**config.mk**
```make
export PLATFORM = sky130hd
export DESIGN_NAME = capture_sequencer_flat
export DESIGN_NICKNAME = d
export VERILOG_FILES = /design/src/rtl/capture_sequencer_if.sv /design/src/rtl/capture_sequencer.sv /design/src/flat_wrapper.sv
export SDC_FILE = /design/constraint.sdc
export NUM_CORES = 1
export LEC_CHECK = 0
export CAP_MARGIN = 20
export CORE_MARGIN = 4
export CORE_UTILIZATION = 50
export CTS_CLUSTER_SIZE = 40
export DETAILED_ROUTE_END_ITERATION = 8
export PLACE_DENSITY = 0.83
export SYNTH_ARGS = -nofsm -noshare
export SYNTH_HDL_FRONTEND = slang
export SYNTH_SLANG_ARGS = --single-unit
export TNS_END_PERCENT = 20
```
**constraint.sdc**
```tcl
create_clock -name iClock -period 4.61 [get_ports iClock]
set_input_delay 1.383 -clock iClock [delete_from_list [all_inputs] [get_ports iClock]]
set_output_delay 1.383 -clock iClock [all_outputs]
set_load 0.05 [all_outputs]
```
**src/rtl/capture_sequencer_if.sv**
```systemverilog
// capture_sequencer_if: command, sample, RAM and transmitter signals of the capture sequencer.
// master is the sequencer side, slave is the surrounding UART/RAM/sample source.
interface capture_sequencer_if #(
    parameter int DATA_W = 8,
    parameter int ADDR_W = 4
);
    logic              iRxDone;
    logic [7:0]        iRxData;
    logic              iSampleValid;
    logic [DATA_W-1:0] iSampleData;
    logic              oMemWrite;
    logic [ADDR_W-1:0] oMemAddr;
    logic [DATA_W-1:0] oMemWData;
    logic [DATA_W-1:0] iMemRData;
    logic              oTxStart;
    logic [7:0]        oTxData;
    logic              iTxDone;
    logic              oBusy;
    logic              oDone;
    logic              oAborted;

    modport master (
        input  iRxDone, iRxData, iSampleValid, iSampleData, iMemRData, iTxDone,
        output oMemWrite, oMemAddr, oMemWData, oTxStart, oTxData, oBusy, oDone, oAborted
    );

    modport slave (
        output iRxDone, iRxData, iSampleValid, iSampleData, iMemRData, iTxDone,
        input  oMemWrite, oMemAddr, oMemWData, oTxStart, oTxData, oBusy, oDone, oAborted
    );
endinterface

```
**src/rtl/capture_sequencer.sv**
```systemverilog
// capture_sequencer: command-driven capture of DEPTH samples into RAM and MSB-first bytewise
// streaming of RAM words to a UART transmitter, abortable by ESC.
module capture_sequencer #(
    parameter int         DATA_W      = 8,
    parameter int         ADDR_W      = 4,
    parameter int         DEPTH       = 16,
    parameter logic [7:0] CMD_CAPTURE = 8'h63,
    parameter logic [7:0] CMD_SAMPLE  = 8'h73,
    parameter logic [7:0] CMD_DUMP    = 8'h64,
    parameter logic [7:0] CMD_ABORT   = 8'h1B
) (
    input logic                 iClock,
    input logic                 iReset_n,
    capture_sequencer_if.master bus
);
    localparam int BYTES = (DATA_W + 7) / 8;
    localparam int SW    = BYTES * 8;
    localparam int BW    = (BYTES > 1) ? $clog2(BYTES) : 1;
    localparam logic [ADDR_W-1:0] LAST = ADDR_W'(DEPTH - 1);
    localparam logic [BW-1:0]     TOP  = BW'(BYTES - 1);

    typedef enum logic [2:0] {IDLE, SAMPLING, READ, LOAD, SEND, WAIT_TX} state_t;

    state_t            r_state, w_state;
    logic [ADDR_W-1:0] r_cnt, w_cnt, r_addr, w_addr;
    logic [BW-1:0]     r_byte, w_byte;
    logic [SW-1:0]     r_shift, w_shift;
    logic [DATA_W-1:0] r_wdata, w_wdata;
    logic [7:0]        r_txd, w_txd;
    logic              r_auto, w_auto, r_wr, w_wr, r_start, w_start;
    logic              r_done, w_done, r_aborted, w_aborted, r_busy;
    logic              w_esc;

    assign w_esc = bus.iRxDone && (bus.iRxData == CMD_ABORT) && (r_state != IDLE);

    always_comb begin
        w_state   = r_state;
        w_cnt     = r_cnt;
        w_byte    = r_byte;
        w_shift   = r_shift;
        w_auto    = r_auto;
        w_wdata   = r_wdata;
        w_txd     = r_txd;
        w_wr      = 1'b0;
        w_start   = 1'b0;
        w_done    = 1'b0;
        w_aborted = 1'b0;
        case (r_state)
            IDLE: begin
                if (bus.iRxDone && (bus.iRxData == CMD_CAPTURE || bus.iRxData == CMD_SAMPLE)) begin
                    w_state = SAMPLING;
                    w_auto  = bus.iRxData == CMD_CAPTURE;
                    w_cnt   = '0;
                end else if (bus.iRxDone && bus.iRxData == CMD_DUMP) begin
                    w_state = READ;
                    w_cnt   = '0;
                end
            end
            SAMPLING: begin
                if (bus.iSampleValid) begin
                    w_wr    = 1'b1;
                    w_wdata = bus.iSampleData;
                    w_cnt   = (r_cnt == LAST) ? '0 : r_cnt + 1'b1;
                    w_state = (r_cnt != LAST) ? SAMPLING : (r_auto ? READ : IDLE);
                    w_done  = (r_cnt == LAST) && !r_auto;
                end
            end
            // The shared address bus still carries the final write; read it one cycle later.
            READ:    w_state = r_wr ? READ : LOAD;
            LOAD: begin
                w_shift = SW'(bus.iMemRData);
                w_byte  = TOP;
                w_state = SEND;
            end
            SEND: begin
                w_start = 1'b1;
                w_txd   = r_shift[r_byte*8 +: 8];
                w_state = WAIT_TX;
            end
            WAIT_TX: begin
                if (bus.iTxDone) begin
                    w_byte  = (r_byte != '0) ? r_byte - 1'b1 : r_byte;
                    w_cnt   = (r_byte == '0 && r_cnt != LAST) ? r_cnt + 1'b1 : r_cnt;
                    w_state = (r_byte != '0) ? SEND : ((r_cnt != LAST) ? READ : IDLE);
                    w_done  = (r_byte == '0) && (r_cnt == LAST);
                end
            end
            default: w_state = IDLE;
        endcase
        if (w_esc) begin
            w_state   = IDLE;
            w_cnt     = r_cnt;
            w_wr      = 1'b0;
            w_start   = 1'b0;
            w_done    = 1'b0;
            w_aborted = 1'b1;
        end
        w_addr = w_wr ? r_cnt : w_cnt;
    end

    always_ff @(posedge iClock or negedge iReset_n) begin
        if (!iReset_n) begin
            r_state   <= IDLE;
            r_cnt     <= '0;
            r_addr    <= '0;
            r_byte    <= '0;
            r_shift   <= '0;
            r_wdata   <= '0;
            r_txd     <= '0;
            r_auto    <= 1'b0;
            r_wr      <= 1'b0;
            r_start   <= 1'b0;
            r_done    <= 1'b0;
            r_aborted <= 1'b0;
            r_busy    <= 1'b0;
        end else begin
            r_state   <= w_state;
            r_cnt     <= w_cnt;
            r_addr    <= w_addr;
            r_byte    <= w_byte;
            r_shift   <= w_shift;
            r_wdata   <= w_wdata;
            r_txd     <= w_txd;
            r_auto    <= w_auto;
            r_wr      <= w_wr;
            r_start   <= w_start;
            r_done    <= w_done;
            r_aborted <= w_aborted;
            r_busy    <= w_state != IDLE;
        end
    end

    assign bus.oMemWrite = r_wr;
    assign bus.oMemAddr  = r_addr;
    assign bus.oMemWData = r_wdata;
    assign bus.oTxStart  = r_start;
    assign bus.oTxData   = r_txd;
    assign bus.oBusy     = r_busy;
    assign bus.oDone     = r_done;
    assign bus.oAborted  = r_aborted;
endmodule
```
**src/flat_wrapper.sv**
```systemverilog
// flat-port wrapper written by rule: the top's interface ports become plain ports
module capture_sequencer_flat 
#(
    parameter int         DATA_W      = 8,
    parameter int         ADDR_W      = 4,
    parameter int         DEPTH       = 16,
    parameter logic [7:0] CMD_CAPTURE = 8'h63,
    parameter logic [7:0] CMD_SAMPLE  = 8'h73,
    parameter logic [7:0] CMD_DUMP    = 8'h64,
    parameter logic [7:0] CMD_ABORT   = 8'h1B
)
  (iClock, iReset_n, bus_iRxDone, bus_iRxData, bus_iSampleValid, bus_iSampleData, bus_iMemRData, bus_iTxDone, bus_oMemWrite, bus_oMemAddr, bus_oMemWData, bus_oTxStart, bus_oTxData, bus_oBusy, bus_oDone, bus_oAborted);
  capture_sequencer_if #(.DATA_W(DATA_W), .ADDR_W(ADDR_W)) bus_i ();
  input logic iClock;
  input logic iReset_n;
  input wire logic [$bits(bus_i.iRxDone)-1:0] bus_iRxDone;
  input wire logic [$bits(bus_i.iRxData)-1:0] bus_iRxData;
  input wire logic [$bits(bus_i.iSampleValid)-1:0] bus_iSampleValid;
  input wire logic [$bits(bus_i.iSampleData)-1:0] bus_iSampleData;
  input wire logic [$bits(bus_i.iMemRData)-1:0] bus_iMemRData;
  input wire logic [$bits(bus_i.iTxDone)-1:0] bus_iTxDone;
  output wire logic [$bits(bus_i.oMemWrite)-1:0] bus_oMemWrite;
  output wire logic [$bits(bus_i.oMemAddr)-1:0] bus_oMemAddr;
  output wire logic [$bits(bus_i.oMemWData)-1:0] bus_oMemWData;
  output wire logic [$bits(bus_i.oTxStart)-1:0] bus_oTxStart;
  output wire logic [$bits(bus_i.oTxData)-1:0] bus_oTxData;
  output wire logic [$bits(bus_i.oBusy)-1:0] bus_oBusy;
  output wire logic [$bits(bus_i.oDone)-1:0] bus_oDone;
  output wire logic [$bits(bus_i.oAborted)-1:0] bus_oAborted;
  assign bus_i.iRxDone = bus_iRxDone;
  assign bus_i.iRxData = bus_iRxData;
  assign bus_i.iSampleValid = bus_iSampleValid;
  assign bus_i.iSampleData = bus_iSampleData;
  assign bus_i.iMemRData = bus_iMemRData;
  assign bus_i.iTxDone = bus_iTxDone;
  assign bus_oMemWrite = bus_i.oMemWrite;
  assign bus_oMemAddr = bus_i.oMemAddr;
  assign bus_oMemWData = bus_i.oMemWData;
  assign bus_oTxStart = bus_i.oTxStart;
  assign bus_oTxData = bus_i.oTxData;
  assign bus_oBusy = bus_i.oBusy;
  assign bus_oDone = bus_i.oDone;
  assign bus_oAborted = bus_i.oAborted;
  capture_sequencer #(.DATA_W(DATA_W), .ADDR_W(ADDR_W), .DEPTH(DEPTH), .CMD_CAPTURE(CMD_CAPTURE), .CMD_SAMPLE(CMD_SAMPLE), .CMD_DUMP(CMD_DUMP), .CMD_ABORT(CMD_ABORT)) u_core (.iClock(iClock), .iReset_n(iReset_n), .bus(bus_i));
endmodule
```
* Word level (Yosys, flattened, before mapping)
Index checks and enable logic that the tools add are counted.
** Operators by class
- Multiplexer cells :: 33
- $add $sub $neg :: 2
- Reductions and logical operators :: 16
- Bitwise operators :: 1
- Eq/ne operators :: 12
- Shift-type cells :: 1
** Operator list (number)
- $mux 4 :: 8
- $eq 8x7->1 const B :: 3
- $mux 3 :: 7
- $pmux 3 s6 :: 1
- $mux 1 :: 12
- $pmux 4 s3 :: 1
- $eq 8x5->1 const B :: 1
- $shiftx 8x5->8 :: 1
- $logic_and 1x1->1 :: 7
- $eq 3x2->1 const B :: 2
- $eq 3x3->1 const B :: 2
- $reduce_and 2->1 :: 3
- $reduce_bool 3->1 :: 2
- $add 4x1->4 const B :: 1
- $eq 4x4->1 const B :: 1
- $mux 2 :: 2
- $ne 4x4->1 const B :: 1
- $pmux 1 s2 :: 2
- $eq 3x1->1 const B :: 1
- $logic_not 3->1 :: 1
- $ne 2x2->1 const B :: 1
- $reduce_bool 2->1 :: 1
- $logic_not 1->1 :: 1
- $logic_or 1x1->1 :: 1
- other kinds (2) :: 2
** Word-level totals
- Flip-flop bits (word level) :: 42
- Output and inout port bits :: 25
- Word-level logic and storage cells :: 78

* Logic depth before layout (Yosys ltp)
- Depth in word-level cells :: 7
- Gate-level depth with buffers :: 8
- Depth with buffers taken out :: 8

* Worst setup path before layout
OpenSTA, ideal clock, no wires.
- Path type :: input port to flip-flop
- From :: in bus_iRxData[2]
- To :: reg u_core.r_addr[0] (netlist: u_core.bus.oMemAddr[0])
- Cell stages on the path :: 6
- Slack :: 1.863 ns
- Library setup time :: 0.124 ns
- Data required time :: 4.486 ns
- Arrival time :: 2.623 ns
- Path through :: and3b_4 and4_4 or3_1 buf_2 nand2b_4 a211o_1
** Between the ends
- Longest elaborated chain between the ends :: 7
- Elaborated cells between the ends (all ways) :: 15
** RTL lines
- from (decl) :: RTL line flat_wrapper.sv:17 : input wire logic [$bits(bus_i.iRxData)-1:0] bus_iRxData;
- $eq 8x7->1, on equally long branches :: RTL line capture_sequencer.sv:54, capture_sequencer.sv:50
- $logic_and 1x1->1 / $logic_or 1x1->1 (equally long branches) :: RTL line capture_sequencer.sv:54, capture_sequencer.sv:50
- $mux 4 / $logic_and 1x1->1 (equally long branches) :: RTL line capture_sequencer.sv:54, capture_sequencer.sv:50
- $mux 4 :: RTL line capture_sequencer.sv:50 : if (bus.iRxDone && (bus.iRxData == CMD_CAPTURE || bus.iRxData == CMD_SAMPLE)) begin
- $pmux 4 s3 :: RTL line capture_sequencer.sv:48 : case (r_state)
- $mux 4 :: RTL line capture_sequencer.sv:90 : if (w_esc) begin
- $mux 4 * :: RTL line capture_sequencer.sv:98 : w_addr = w_wr ? r_cnt : w_cnt;
- via u_core.w_addr[0] :: RTL line capture_sequencer.sv:25 : logic [ADDR_W-1:0] r_cnt, w_cnt, r_addr, w_addr;
- to (signal assigned) :: RTL line capture_sequencer.sv:119 : r_addr <= w_addr;
- to (decl) :: RTL line capture_sequencer.sv:25
Mark *: on every way through the listed nets, which the timed path passes. The rest lies on a longest branch.
A chain may end at the register's enable or synchronous reset.

* Worst setup path in the final report
- From :: in bus_iSampleValid
- To :: reg u_core.r_busy (netlist: u_core.bus.oBusy)
** Between the ends
- Longest elaborated chain between the ends :: 4
** RTL lines
- from (decl) :: RTL line flat_wrapper.sv:18 : input wire logic [$bits(bus_i.iSampleValid)-1:0] bus_iSampleValid;
- $mux 3 :: RTL line capture_sequencer.sv:60 : if (bus.iSampleValid) begin
- $pmux 3 s6 :: RTL line capture_sequencer.sv:48
- $mux 3 :: RTL line capture_sequencer.sv:90
- $reduce_bool 3->1 :: RTL line capture_sequencer.sv:129 : r_busy <= w_state != IDLE;
- to (signal assigned) :: RTL line capture_sequencer.sv:115 : r_busy <= 1'b0;
- to (signal assigned) :: RTL line capture_sequencer.sv:129
- to (decl) :: RTL line capture_sequencer.sv:31 : logic r_done, w_done, r_aborted, w_aborted, r_busy;
No other way between the ends.

==> results.env <==
DRT_FIRST_PASS_ITERS=5
DRC=0
TIMING.FINAL.MAX_SLEW_VIOLATIONS=0
POWER_DENSITY_mW_PER_MM2=707
LAYOUT.CELLS.MOST_COMMON='clkdlybuf4s50_1'
FP.COREAREA_MM2=0.00366
DIE_HEIGHT_UM=69.6
MOST_USED_CELLS_IN_THE_LAYOUT_EXCLUDING_FILL_AND_TAP_CELLS='52 x clkdlybuf4s50_1, 41 x dfrtp_1, 33 x nand2_1, 16 x mux2_2, 9 x o21ai_0'
REG2REG_TO='u_core.r_cnt[0]$_DFF_PN0_'
CTS.REPAIR_TIMING.SETUP_BUFFER_COUNT=0
YOSYS.AREA_SHARE.XOR_XNOR_PCT=0
WL_MET2_UM=1980
SYNTHESIS.NETS=210
FINALCLOCKSKEW_NS=0.00327
CTS_HOLD_BUFFERS=0
WIRE_LENGTH_OF_THE_FIRST_GLOBAL_ROUTING_PASS_UM=6830
SYNTH-EDFF-COUNT=0
PERIOD_MINUS_SLACK_NS=3.01
SYNTH_TOP_CELLS_BY_AREA='dfrtp_1 54%, mux2_2 9.5%, nand2_1 6.5%, o21ai_0 2.4%, nor2b_1 1.6%'
CHIPWIDTH_UM=69.6
PLACE_CONGESTION=0.883
TRITONCTS_CLOCK_TREE='yes'
CRITPATHCAPTURETYPE='register'
POSTSYNTH.TOPFLOPCELL='dfrtp_1'
SYNTH-ASYNC-RESET-RATIO_PCT=100
PORT_BUFFERS=53
DIODES=0
COMBINATIONAL_FAMILY_WITH_THE_MOST_AREA_AFTER_SYNTHESIS='simple AND/OR/NAND/NOR gates'
POST_SYNTH_FA_HA_MAJ_AREA_FRACTION_PCT=1.32
DETAILROUTE.VIA_COUNT=1507
DRTITER0DRC=142
MUXSHAREOFSYNTHAREA_PCT=9.49
CLOCKROOTBUFFER='clkbuf_8'
PERIOD_UTILISATION_LAYOUT_PCT=65.4
MAX_FREQ_GHz=0.332
COUNT_OF_MAXIMUM_CAPACITANCE_VIOLATIONS=0
TIMING.CRITICAL_PATH.ARRIVAL_NS=3.23
POWER.LEAKAGE_nW=1.10
DETAILROUTE.WIRELENGTH.MET3_UM=286
SYNTH.FF_LATCH_COUNT=41
SETUP.WORST_PATH.START_CLASS='primary input'
ROUTE.ANTENNA.REMAINING_NETS=0
GRT_MAX_DEGREE=42
DESIGN.DIE.AREA_MM2=0.00485
WORSTHOLDPATHTYPE='register to register'
VDD.IR_DROP.WORST_uV=421
POST_SYNTH.CELL_AREA_AVG_UM2=10.6
POSTCTSRESIZEDCELLS=0
H_TREE_DEPTH=2
DATA_REQUIRED_CRITICAL_PATH_NS=4.82
WORSTREGTOREGCELLS=8
DESIGN_AREA_MM2=0.00255
INITIAL_CELL_DENSITY_OF_THE_CORE_PCT=51.8
WORSTREG2REGSTART='u_core.r_cnt[0]$_DFF_PN0_'
ROUTE.LAYER.MET1.WL_UM=1700
VIA_COUNT_OF_THE_FIRST_GLOBAL_ROUTING_PASS=1528
CLOCK_SINK_COUNT=41
HALF_PERIMETER_WIRE_LENGTH_OF_THE_DETAILED_PLACEMENT_RESULT_UM=2940
SLEW_HEADROOM_PCT=41.1
HIGHEST-SIGNAL-LAYER='met4'
LAYOUT.NETS=263
DRIVE_ABOVE_1_SHARE_PCT=12.9
GLOBALROUTETOTALUTIL_PCT=17.6
ROUTE.DETAILED.WL_PER_INST_UM=14.3
NETLIST.TOP_CELL.BY_AREA='dfrtp_1'
TIMING.SETUP.TNS_NS=0
GRT_OVERFLOW_TOTAL=0
SYNTHESIS.YOSYS.WARNINGS=0
ROW_COUNT=22
IO-PIN-COUNT=54
HOLD_START='u_core.bus.oMemWData[5]$_DFFE_PN0P_'
COMPLEX_GATE_FRACTION_OF_THE_SYNTHESIZED_AREA_PCT=11.3
SYNTH.YOSYS.SEQ_AREA_SHARE_PCT=54.1
CLKTRANSATPATHREGS_NS=0.07
FINAL-SETUP-VIOL-COUNT=0
WL_UM=4000
HOLD_VIOLATIONS=0
CLOCK_TREE_BUF_DEPTH=2
PLACED_AREA_MM2=0.00246
REGISTER_TO_REGISTER_SETUP_SLACK_NS=2.53
SYNTH_CELL_TYPES=38
MIN_DELAY_WORST_ENDPOINT='u_core.bus.oMemWData[5]$_DFFE_PN0P_'
RUN_STATUS='finished clean'
INSERTION_DELAY_NS=0.29
SYNTHSIMPLEGATEAREAFRAC_PCT=21.3
SYNTHESIS.AREA_MM2=0.00190
WORST_SLEW_PIN_SLEW_NS=0.883
SYNTHTOLAYOUTAREAGROWTH_PCT=34.2
SYNTH_TOP_AREA_SHARE_PCT=54.1
CRIT_PATH_MAX_FANOUT=11
AVGVIACOUNTPERCELL=5.38
WORSTSETUPPATHTYPE='primary input to register'
NFILLCELLS=282
TIMING.HOLD.WORST_PATH_DEPTH=2
GRT_SETUP_UNREPAIRED='no'
ANTENNA_FOUND_INITIAL=0
POST_SYNTH_INST_COUNT=179
CTS_BUFFERS=5
layer usage:
layer | vias to the layer above | global-route usage (%)
met5 | - | 0
met4 | 0 | 4.68
met3 | 5 | 7.54
met2 | 52 | 29.0
met1 | 708 | 21.2
li1 | 742 | -
cell type report:
cell class	instances	area [um^2]	share of cell area, %
Tap cell	48	60.1	2.36
Multi-Input combinational cell	126	823	32.3
Sequential cell	41	1030	40.3
Clock buffer	6	82.6	3.24
Clock inverter	1	7.51	0.295
Timing Repair Buffer	54	533	20.9
Inverter	4	15.0	0.589
power by group:
part           internal [mW]  switching [mW]
sequential             0.511           0.114
clock                  0.118           0.118
combinational          0.364           0.575
kinds of logic after synthesis:
group	count (synthesis)
multiplexers	16
AND/OR/NAND/NOR	76
flip-flops	41
adder cells (fa/ha/maj)	2
buffers and inverters	12
AO/OA/AOI/OAI	32
state kept, by name, indices dropped and copies added, names as in the netlist:
signal	flops
u_core.bus.oMemWData	8
u_core.bus.oTxData	8
u_core.r_shift	8
u_core.bus.oMemAddr	4
u_core.r_cnt	4
u_core.r_state	3
u_core.bus.oAborted	1
u_core.bus.oBusy	1
u_core.bus.oDone	1
u_core.bus.oMemWrite	1
u_core.bus.oTxStart	1
u_core.r_auto	1
critical path: stages:
cell             delay (ns)
clkdlybuf4s50_1        0.55
nor2b_1                0.42
nand2_1                0.38
o21ai_0                0.27
nor4_1                 0.08
a31oi_1                0.14
worst max path at each step:
| stage | start | to | slack (ns) | cells after the start |
|---|---|---|---|---|
| 2_1_floorplan | bus_iRxData[2] | u_core.bus.oMemAddr[0]$_DFF_PN0_ | 1.86 | 6 |
| 3_3_place_gp | bus_iRxData[2] | u_core.bus.oMemAddr[0]$_DFF_PN0_ | 1.32 | 6 |
| 3_5_place_dp | bus_iRxData[2] | u_core.bus.oMemAddr[0]$_DFF_PN0_ | 1.31 | 6 |
| 4_1_cts | bus_iSampleValid | u_core.bus.oBusy$_DFF_PN0_ | 1.61 | 6 |
| 5_1_grt | bus_iSampleValid | u_core.bus.oBusy$_DFF_PN0_ | 1.41 | 6 |
| 6_report | bus_iSampleValid | u_core.bus.oBusy$_DFF_PN0_ | 1.60 | 6 |
cell usage after synthesis (all sizes together) (2+ instances only):
| cell | instances |
|---|---|
| nand2b | 4 |
| a211o | 2 |
| nand2 | 33 |
| a31oi | 2 |
| nor3 | 6 |
| clkbuf | 5 |
| inv | 4 |
| mux2 | 16 |
| a22o | 2 |
| nor4b | 2 |
| dfrtp | 41 |
| nor2b | 5 |
| o21ai | 9 |
| a2111oi | 2 |
| and2 | 2 |
| buf | 3 |
| a311oi | 2 |
| o21a | 2 |
| nand3 | 2 |
| a21oi | 6 |
| ha | 2 |
| nor2 | 7 |
| o2bb2ai | 2 |
| nor4 | 3 |
| nand4 | 3 |
through the flow:
| stage | setup slack (ns) | hold WS (ns) | util (%) | instances | total power, mW |
|---|---|---|---|---|---|
| global route | 1.41 | 0.513 | 69.6 | 280 | 1.92 |
| floorplan | 1.86 | 0.462 | - | 179 | 1.28 |
| CTS | 1.61 | 0.482 | 69.6 | 280 | 1.81 |
| finish | 1.60 | 0.477 | 69.6 | 280 | 1.80 |
| detailed placement | 1.31 | 0.465 | 67.1 | 273 | 1.57 |
| global placement | 1.32 | 0.458 | 67.1 | 273 | 1.56 |
Note: power is estimated with default switching activity, not from simulation.
